`src/rtl/kanagawa_fifo_write_arbiter.sv`:
```
// kanagawa_fifo_write_arbiter
//
// Shares a single FIFO write port among NUM_REQ requesters. Arbitration is
// round-robin; a multi-beat packet locks the port to its requester until the
// beat flagged req_last is granted. FIFO occupancy is tracked here as credits
// (used), so grants stop exactly when the FIFO would overflow without waiting
// on a far-away almost_full. The granted beat travels WRITE_DELAY register
// stages toward the FIFO datapath, and the FIFO's empty flag is derived from
// that delayed write stream together with the consumer's rdreq.
//
// Handshake: a requester raises req[i] (with req_last[i]) and holds it until
// a cycle in which grant[i] is high; the beat transfers in exactly that cycle
// (req[i] & grant[i]). grant is combinational and may be low while req is
// high (stall); the requester must keep req[i] asserted through the stall.
//
// Ports:
//   clk, rst    clock, synchronous active-high reset
//   req         per-requester write request (held until granted)
//   req_last    last-beat-of-packet flag, sampled with req
//   grant       one-hot (or zero) grant, same cycle as req
//   wr_valid    FIFO write strobe, WRITE_DELAY cycles after grant
//   wr_sel      index of the requester whose beat is being written
//   wr_last     req_last of the written beat
//   rdreq       consumer read strobe
//   empty       no landed entries in the FIFO
//   used        reserved entries (granted but not yet read)
//
// The arbiter FSM state is visible as the internal signal `state`
// (ARB / LOCK) along with rr_ptr and lock_id for checkers to bind to.

module kanagawa_fifo_write_arbiter #(
  parameter int NUM_REQ     = 4,
  parameter int LOG_DEPTH   = 5,
  parameter int MAX_SIZE    = 2 ** LOG_DEPTH,
  parameter int WRITE_DELAY = 2,
  parameter int SEL_W       = $clog2(NUM_REQ)
) (
  input  logic               clk,
  input  logic               rst,
  input  logic [NUM_REQ-1:0] req,
  input  logic [NUM_REQ-1:0] req_last,
  output logic [NUM_REQ-1:0] grant,
  output logic               wr_valid,
  output logic [SEL_W-1:0]   wr_sel,
  output logic               wr_last,
  input  logic               rdreq,
  output logic               empty,
  output logic [LOG_DEPTH:0] used
);

  typedef enum logic {
    ARB  = 1'b0,
    LOCK = 1'b1
  } state_t;

  localparam logic [LOG_DEPTH:0] MAX_USED = (LOG_DEPTH + 1)'(MAX_SIZE);

  state_t             state, state_next;
  logic [SEL_W-1:0]   rr_ptr, rr_ptr_next;
  logic [SEL_W-1:0]   lock_id, lock_id_next;
  logic               can_grant;
  logic               win_found;
  logic [SEL_W-1:0]   win_id;
  logic               cur_valid;
  logic [SEL_W-1:0]   cur_sel;
  logic               cur_last;
  logic [LOG_DEPTH:0] used_next;
  logic [LOG_DEPTH:0] landed, landed_next;

  // Credits come from the registered count only; a read in this cycle frees
  // a slot for the next cycle, never for the current one.
  assign can_grant = (used < MAX_USED);

  // Round-robin search starting just after the last winner.
  always_comb begin
    int idx;
    idx       = 0;
    win_found = 1'b0;
    win_id    = '0;
    for (int k = 1; k <= NUM_REQ; k++) begin
      idx = int'(rr_ptr) + k;
      if (idx >= NUM_REQ) idx = idx - NUM_REQ;
      if (!win_found && req[SEL_W'(idx)]) begin
        win_found = 1'b1;
        win_id    = SEL_W'(idx);
      end
    end
  end

  // Next-state and grant logic.
  always_comb begin
    state_next   = state;
    rr_ptr_next  = rr_ptr;
    lock_id_next = lock_id;
    grant        = '0;
    cur_valid    = 1'b0;
    cur_sel      = '0;
    cur_last     = 1'b0;

    case (state)
      ARB: begin
        if (can_grant && win_found) begin
          cur_valid = 1'b1;
          cur_sel   = win_id;
        end
      end
      LOCK: begin
        // Only the packet owner may proceed; everyone else waits.
        if (can_grant && req[lock_id]) begin
          cur_valid = 1'b1;
          cur_sel   = lock_id;
        end
      end
      default: begin
        state_next = ARB;
      end
    endcase

    if (cur_valid) begin
      grant[cur_sel] = 1'b1;
      cur_last       = req_last[cur_sel];
      rr_ptr_next    = cur_sel;
      if (cur_last) begin
        state_next = ARB;
      end else begin
        state_next   = LOCK;
        lock_id_next = cur_sel;
      end
    end
  end

  assign used_next   = used + (LOG_DEPTH + 1)'(cur_valid) - (LOG_DEPTH + 1)'(rdreq);
  assign landed_next = landed + (LOG_DEPTH + 1)'(wr_valid) - (LOG_DEPTH + 1)'(rdreq);

  always_ff @(posedge clk) begin
    if (rst) begin
      state   <= ARB;
      rr_ptr  <= SEL_W'(NUM_REQ - 1);
      lock_id <= '0;
      used    <= '0;
      landed  <= '0;
      empty   <= 1'b1;
    end else begin
      state   <= state_next;
      rr_ptr  <= rr_ptr_next;
      lock_id <= lock_id_next;
      used    <= used_next;
      landed  <= landed_next;
      empty   <= (landed_next == '0);
    end
  end

  // Outgoing write pipeline: free-running, no enable.
  generate
    if (WRITE_DELAY == 0) begin : g_comb
      assign wr_valid = cur_valid;
      assign wr_sel   = cur_sel;
      assign wr_last  = cur_last;
    end else begin : g_pipe
      logic [WRITE_DELAY-1:0] pipe_valid;
      logic [WRITE_DELAY-1:0] pipe_last;
      logic [SEL_W-1:0]       pipe_sel [WRITE_DELAY];

      always_ff @(posedge clk) begin
        if (rst) begin
          pipe_valid <= '0;
          pipe_last  <= '0;
          for (int i = 0; i < WRITE_DELAY; i++) pipe_sel[i] <= '0;
        end else begin
          pipe_valid[0] <= cur_valid;
          pipe_last[0]  <= cur_last;
          pipe_sel[0]   <= cur_sel;
          for (int i = 1; i < WRITE_DELAY; i++) begin
            pipe_valid[i] <= pipe_valid[i-1];
            pipe_last[i]  <= pipe_last[i-1];
            pipe_sel[i]   <= pipe_sel[i-1];
          end
        end
      end

      assign wr_valid = pipe_valid[WRITE_DELAY-1];
      assign wr_sel   = pipe_sel[WRITE_DELAY-1];
      assign wr_last  = pipe_last[WRITE_DELAY-1];
    end
  endgenerate

`ifndef NO_DYNAMIC_ASSERTS
  a_underflow: assert property (@(posedge clk) disable iff (rst) !(rdreq && empty))
    else $error("fifo underflow: rdreq while empty");
  a_used_max: assert property (@(posedge clk) disable iff (rst) used <= MAX_USED)
    else $error("used exceeds MAX_SIZE");
  a_grant_onehot: assert property (@(posedge clk) disable iff (rst) $onehot0(grant))
    else $error("grant not onehot0");
  a_grant_req: assert property (@(posedge clk) disable iff (rst) (grant & ~req) == '0)
    else $error("grant without req");
  generate
    for (genvar g = 0; g < NUM_REQ; g++) begin : g_hold
      a_req_hold: assert property (@(posedge clk)
        (!rst && req[g] && !grant[g]) |=> (req[g] || rst))
        else $error("req dropped before grant");
    end
  endgenerate
`endif

endmodule

```
`config.mk`:
```
export PLATFORM = sky130hd
export DESIGN_NAME = kanagawa_fifo_write_arbiter
export DESIGN_NICKNAME = d
export VERILOG_FILES = /design/src/rtl/kanagawa_fifo_write_arbiter.sv
export SDC_FILE = /design/constraint.sdc
export NUM_CORES = 1
export LEC_CHECK = 0
export BUFFER_PORTS_ARGS = -buffer_cell sky130_fd_sc_hd__buf_2
export CAP_MARGIN = 30
export CORE_MARGIN = 2
export CORE_UTILIZATION = 25
export CTS_CLUSTER_SIZE = 40
export DETAILED_ROUTE_END_ITERATION = 10
export HOLD_SLACK_MARGIN = 0.08
export PLACE_DENSITY = 0.39
export SETUP_SLACK_MARGIN = 0.15
export SLEW_MARGIN = 20
export SYNTH_ARGS = -nofsm -noshare
export SYNTH_HDL_FRONTEND = slang
export SYNTH_SLANG_ARGS = --single-unit
```
`constraint.sdc`:
```
create_clock -name clk -period 3.8 [get_ports clk]
set_input_delay 0.76 -clock clk [delete_from_list [all_inputs] [get_ports clk]]
set_output_delay 0.76 -clock clk [all_outputs]
set_load 0.02 [all_outputs]
```
* Word-level counts from Yosys, hierarchy flattened
Memories as Yosys holds them, arrays and structs flattened.
Index checks and enable logic that the tools add are counted.
Widths: inputs -> output; s select.
** Cells by class
- Add/subtract/negate cells :: 12
- $lt $le $gt $ge :: 12
- Muxes and demuxes :: 43
- Bitwise operators :: 5
- Reduce and logical (&&, ||, !) cells :: 12
** Operators by type and width (number)
- $mux 2 :: 12
- $mux 1 :: 21
- $lt 2x4->1 const B :: 4
- $add 6x1->6 :: 2
- $bmux 1 s2 :: 6
- $sub 6x1->6 :: 2
- $ge 3x3->1 const B :: 3
- $sub 2x1->2 const B :: 4
- $add 2x2->3 const B :: 2
- $logic_and 1x1->1 :: 6
- $logic_not 6->1 :: 1
- $lt 2x3->1 const B :: 2
- $lt 6x6->1 const B :: 1
- $add 2x3->4 const B :: 1
- $ge 4x3->1 const B :: 1
- $mux 4 :: 1
- $pmux 2 s2 :: 1
- $add 2x1->3 const B :: 1
- $logic_not 1->1 :: 3
- $not 1->1 :: 3
- $demux 1 s2 :: 1
- $ge 2x1->1 const B :: 1
- $or 1x1->1 :: 2
- $pmux 1 s2 :: 1
- other kinds (2) :: 2
** Word-level totals
- Flip-flop bits (word level) :: 22
- Memory bits (writable) :: 4
- Bits of input ports :: 11
- Output and inout bits :: 15
- Memories :: 1
** Memories
- g_pipe.pipe_sel :: words 2, bits a word 2, rd ports 2, clocked after Yosys merged registers in 0, wr ports 2, line 162 : logic [SEL_W-1:0] pipe_sel [WRITE_DELAY];

* Logic depth before layout (Yosys ltp)
- Depth after elaboration :: 24
- Mapped depth :: 13
- Depth with buffers taken out :: 12

* Least setup slack after synthesis
OpenSTA, ideal clock, no wires.
- Path type :: input port to flip-flop
- Start :: input port req[1]
- End :: register used[5]
- Setup time :: 0.128 ns
- Arrival :: 3.140 ns
- Required time :: 3.672 ns
- Setup slack :: 0.533 ns
- Cell stages on the path :: 13
- Path buffers :: 1
- Cells stage by stage :: buf_6 -> mux4_2 -> and3b_1 -> nor2_1 -> ha_1 -> inv_1 -> ha_1 -> a21o_1 -> a21oi_1 -> o21bai_1 -> a21oi_1 -> xnor2_1 -> nor2_1
** On the way
- Longest elaborated chain between the ends :: 18
- Elaborated cells between the ends (all ways) :: 31
** RTL lines
- from (decl) :: line 40 : input logic [NUM_REQ-1:0] req,
- $bmux 1 s2 :: line 83 : if (!win_found && req[SEL_W'(idx)]) begin
- $mux 1 (implied by the code) (2 in series) :: line 83
- $mux 1 :: line 83
- $logic_not 1->1 :: line 83
- $logic_and 1x1->1 :: line 83
- $mux 1 :: line 83
- $logic_not 1->1 :: line 83
- $logic_and 1x1->1 :: line 83
- $mux 1 :: line 83
- $logic_not 1->1 :: line 83
- $logic_and 1x1->1 :: line 83
- $mux 1 :: line 83
- $logic_and 1x1->1 :: line 102 : if (can_grant && win_found) begin
- $mux 1 :: line 102
- $pmux 1 s2 * :: line 100 : case (state)
- $add 6x1->6 * :: line 132 : assign used_next = used + (LOG_DEPTH + 1)'(cur_valid) - (LOG_DEPTH + 1)'(rdreq);
- $sub 6x1->6 * :: line 132
- to (signal assigned) :: line 147 : used <= used_next;
- to (decl) :: line 48 : output logic [LOG_DEPTH:0] used
Mark *: on every way between the ends. The rest lies on a longest branch, timed or not. The select of a mux whose other input is x is not followed.
A chain may end at the register's enable or synchronous reset.

* Final worst setup path
- Start :: input port req[3]
- End :: output port grant[0]
** On the way
- Longest elaborated chain between the ends :: 21
- Elaborated cells between the ends (all ways) :: 42
** RTL lines
- $bmux 1 s2 :: line 83
- $mux 1 (implied by the code) (2 in series) :: line 83
- $mux 1 :: line 83
- $logic_not 1->1 :: line 83
- $logic_and 1x1->1 :: line 83
- $mux 1 :: line 83
- $logic_not 1->1 :: line 83
- $logic_and 1x1->1 :: line 83
- [4 not listed]
- $logic_and 1x1->1 :: line 102
- $mux 2 :: line 102
- $pmux 2 s2 :: line 100
- $lt 2x3->1 (implied by the code) / $ge 2x1->1 (equally long branches) :: line 120 : grant[cur_sel] = 1'b1;
- $logic_and 1x1->1 (implied by the code) :: line 120
- $mux 1 (implied by the code) :: line 120
- $demux 1 s2 :: line 120
- $mux 4 * :: line 119 : if (cur_valid) begin
- to (decl) :: line 42 : output logic [NUM_REQ-1:0] grant,
Marked as above.

==> metrics.md <==
| Metric | Value |
|---|---|
| Tot Pwr | `1492 uW` |
| Post-Syn Area | `0.001490 mm^2` |
| Crit-path cells | `buf_2 > mux4_2 > and3b_1 > nand2_2 > nand2_2 > nor3_1 > buf_2` |
| Sequential fraction of the synthesis area | `0.3493` |
| Number of library cell types mapped by synthesis | `41` |
| Fin crit share | `0.8036` |
| Layout area overhead | `16.37%` |
| Ant diodes | `0` |
| Min cycle time layout | `3054 ps` |
| Simple logic cell fraction of the synthesized area | `0.1940` |
| CTS max path bufs | `2` |
| Die W | `81.21 um` |
| Setup ws final | `746.5 ps` |
| Primary FF master, synth | `dfxtp_1` |
| Number of synthesized flops with an enable pin | `0` |
| Post-Synth XOR/XNOR Area | `0.05877` |
| Worst Hold Class | `reg -> reg` |
| #FFs+latches synth | `26` |
| Worst slew pin tran | `483.4 ps` |
| Nets | `217` |
| Ys Warns | `0` |
| Mux contribution to synthesized area | `0.03275` |
| P_sw | `636.1 uW` |
| Setup slack after placement | `517.1 ps` |
| Post-synthesis instance total | `167` |
| Layout cell share with drive strength beyond 1 | `0.2199` |
| Net Sw Frac | `0.4263` |
| Worst Path Max Fanout | `8` |
| WP data required | `3040 ps` |
| Unrepaired setup endpoints after global routing | `false` |
| Via Count | `1,150` |
| Final ANT Viol Nets | `0` |
| Ports | `26` |
| Slowest stage delay, CP | `490 ps` |
| DIE AREA | `0.006594 mm^2` |
| DR DRC count | `0` |
| Seq pwr share | `0.307` |
| Initial antenna violation count | `0` |
| Layout Utilization | `0.2964` |
| Startpoint Class | `input pin` |
| Via-to-Cell Ratio | `4.323` |
| Worst rel slew slack | `0.6777` |
| Clock sink count | `26` |
| Critical-path top delay cell | `mux4_2` |
| Post-CTS setup buffers | `0` |
| CTS resizes | `0` |
| Vias in the first global route | `1,151` |
| All-layer global routing usage | `0.09833` |
| Reg2Reg Capture Point | `used[5]` |
| Post-synthesis adder-cell area fraction | `0.1276` |
| First-pass detailed-route iteration total | `4` |
| CP endpoint kind | `output port` |
| Syn_nets | `192` |
| Slew Viols, Final | `0` |
| Root buffer cell | `clkbuf_8` |
| Maximum vdd drop | `0.3092 mV` |
| Internal power | `856.0 uW` |
| Hold-fix buffer count after cts | `0` |
| Port Buffers | `25` |
| Synthesized area per cell | `8.923 um^2` |
| CTS clk-pin slew, worst paths | `80 ps` |
| Number of H-tree levels | `1` |
| Setup CP Type | `in -> out` |
| First-pass GRT wire length | `5.106 mm` |
| Arr. time, crit path | `2290 ps` |
| Pwr/cell area | `860.4 mW/mm^2` |
| Comb power frac | `0.574` |
| Synth Area in Compound Gates | `0.1620` |
| WL/cell | `11.35 um` |
| Final Hold Viols | `0` |
| FP Rows | `28` |
| P_leak | `0.0008086 uW` |
| Final hold slack | `449.7 ps` |
| Worst R2R Path Depth | `12` |
| Final GP Congestion | `0.8126` |
| HPWL Detailed | `2.365 mm` |
| Worst r2r src | `lock_id[1]` |
| Initial core utilization | `0.2547` |
| Reg2reg setup slack | `950 ps` |
| Largest family of logic cells by synthesized area | `simple AND/OR/NAND/NOR gates` |
| Core area | `0.005851 mm^2` |
| Setup crit start | `req[3]` |
| Total CTS buffers | `3` |
| Run status | `finished, final reports clean` |
| Clock skew | `4.674 ps` |
| Worst-Skew Late Latency | `270 ps` |
| Remaining Overflow, GRT | `0` |
| Final setup violation count | `0` |
| Fmax achieved | `0.3275 GHz` |
| Largest net degree at the start of global routing | `27` |
| Max-cap violations | `0` |
| Setup tns final | `0 ps` |
| Die H | `81.21 um` |
| Clk pwr share | `0.119` |
| CTS tree | `yes` |
| Asr flop ratio synth | `0` |
| Critical path endpoint | `grant[0]` |
| Initial drt markers | `45` |
| WL final | `3.019 mm` |
==> logic make-up (layout without fill, tap and decap cells) <==
logic type / after synthesis / in the layout
and+or+nand+nor: 53 / 53
AOI/OAI and AO/OA: 35 / 35
DFF: 26 / 26
buffers and inverters: 26 / 50
adders and majority gates: 14 / 14
xor gates and xnor gates: 10 / 10
muxes: 3 / 3
==> routing by layer <==
metal,vias up,global-route usage,part of all wire
met5,-,0,0
met4,0,0.01525,0.0033
met3,2,0.02889,0.039
met2,18,0.1793,0.50
met1,524,0.1154,0.46
li1,606,-,-
==> flip-flops by register name, indices dropped and copies added, names as in the netlist <==
register and flops:
rr_ptr 2, landed 6, used 6, state 1, lock_id 2, g_pipe.pipe_sel 4
empty 1, g_pipe.pipe_valid 2, g_pipe.pipe_last 2
==> stage by stage <==
| step | area (um^2) | instances |
|---|---|---|
| final | 1734 | 266 |
| after global routing | 1734 | 266 |
| after CTS | 1734 | 266 |
| after detailed placement | 1679 | 262 |
| after global placement | 1679 | 262 |
| after floorplan | 1490 | 167 |
==> cells in the mapped netlist, drive strengths merged (2+ instances only) <==
library cell,n,area share
a211oi,2,0.013
xnor2,5,0.029
nor2,20,0.050
ha,12,0.10
xor2,5,0.029
nand2b,4,0.017
o21bai,2,0.010
nand2,7,0.021
a21oi,14,0.047
mux2,2,0.018
dfxtp,26,0.35
buf,3,0.018
nor3b,2,0.010
inv,20,0.050
o21ai,5,0.017
and3b,2,0.012
a21o,4,0.020
nor4,2,0.013
nor2b,8,0.034
fa,2,0.027
clkbuf,3,0.0076
nor3,5,0.020
==> cell usage in the layout (no fill, tap or decap), types with 2 or more instances in the layout <==
master and instances:
a21oi_1 14, xnor2_1 5, o21bai_1 2, fa_1 2, nand2_1 5, and3b_1 2
nor3_1 4, dfxtp_1 26, inv_1 20, a21o_1 4, ha_1 12, clkbuf_8 4
nor2_1 20, o21ai_1 2, buf_2 25, nor2b_1 8, nand2_2 2, xor2_1 5
nor3b_1 2, nand2b_1 4, o21ai_0 3
==> power by group through the flow <==
stage / Sequential [uW] / Combinational (uW) / Clock (uW)
2_1_floorplan: 486 / 636 / 0
3_3_place_gp: 463 / 862 / 0
3_5_place_dp: 466 / 863 / 0
4_1_cts: 460 / 868 / 186
5_1_grt: 473 / 973 / 199
6_report: 458 / 857 / 177
==> layout make-up <==
class / instances / area [um^2]
multi-input cells: 115 / 857.1
clock buffers: 4 / 55.05
inverters: 20 / 75.07
well taps: 75 / 93.84
flip-flops and latches: 26 / 520.5
repair buffers: 26 / 132.6
fillers: 626 / 4116
==> critical path: cells and delay by family <==
kind | cells | cell delay, ps
AND/OR/NAND/NOR | 4 | 700
multiplexers | 1 | 490
buffers and inverters | 2 | 340
==> worst min-delay path by stage <==
| stage | startpoint | endpoint | slack (ps) | depth (start not counted) |
|---|---|---|---|---|
| 2_1_floorplan | g_pipe.pipe_last[0] | g_pipe.pipe_last[1] | 410 | 1 |
| 3_3_place_gp | g_pipe.pipe_sel[0][1] | g_pipe.pipe_sel[0][3] | 420 | 1 |
| 3_5_place_dp | g_pipe.pipe_last[0] | g_pipe.pipe_last[1] | 430 | 1 |
| 4_1_cts | g_pipe.pipe_last[0] | g_pipe.pipe_last[1] | 450 | 1 |
| 5_1_grt | g_pipe.pipe_valid[0] | g_pipe.pipe_valid[1] | 460 | 1 |
| 6_report | g_pipe.pipe_last[0] | g_pipe.pipe_last[1] | 450 | 1 |
Power figures use the tool's default switching activity.
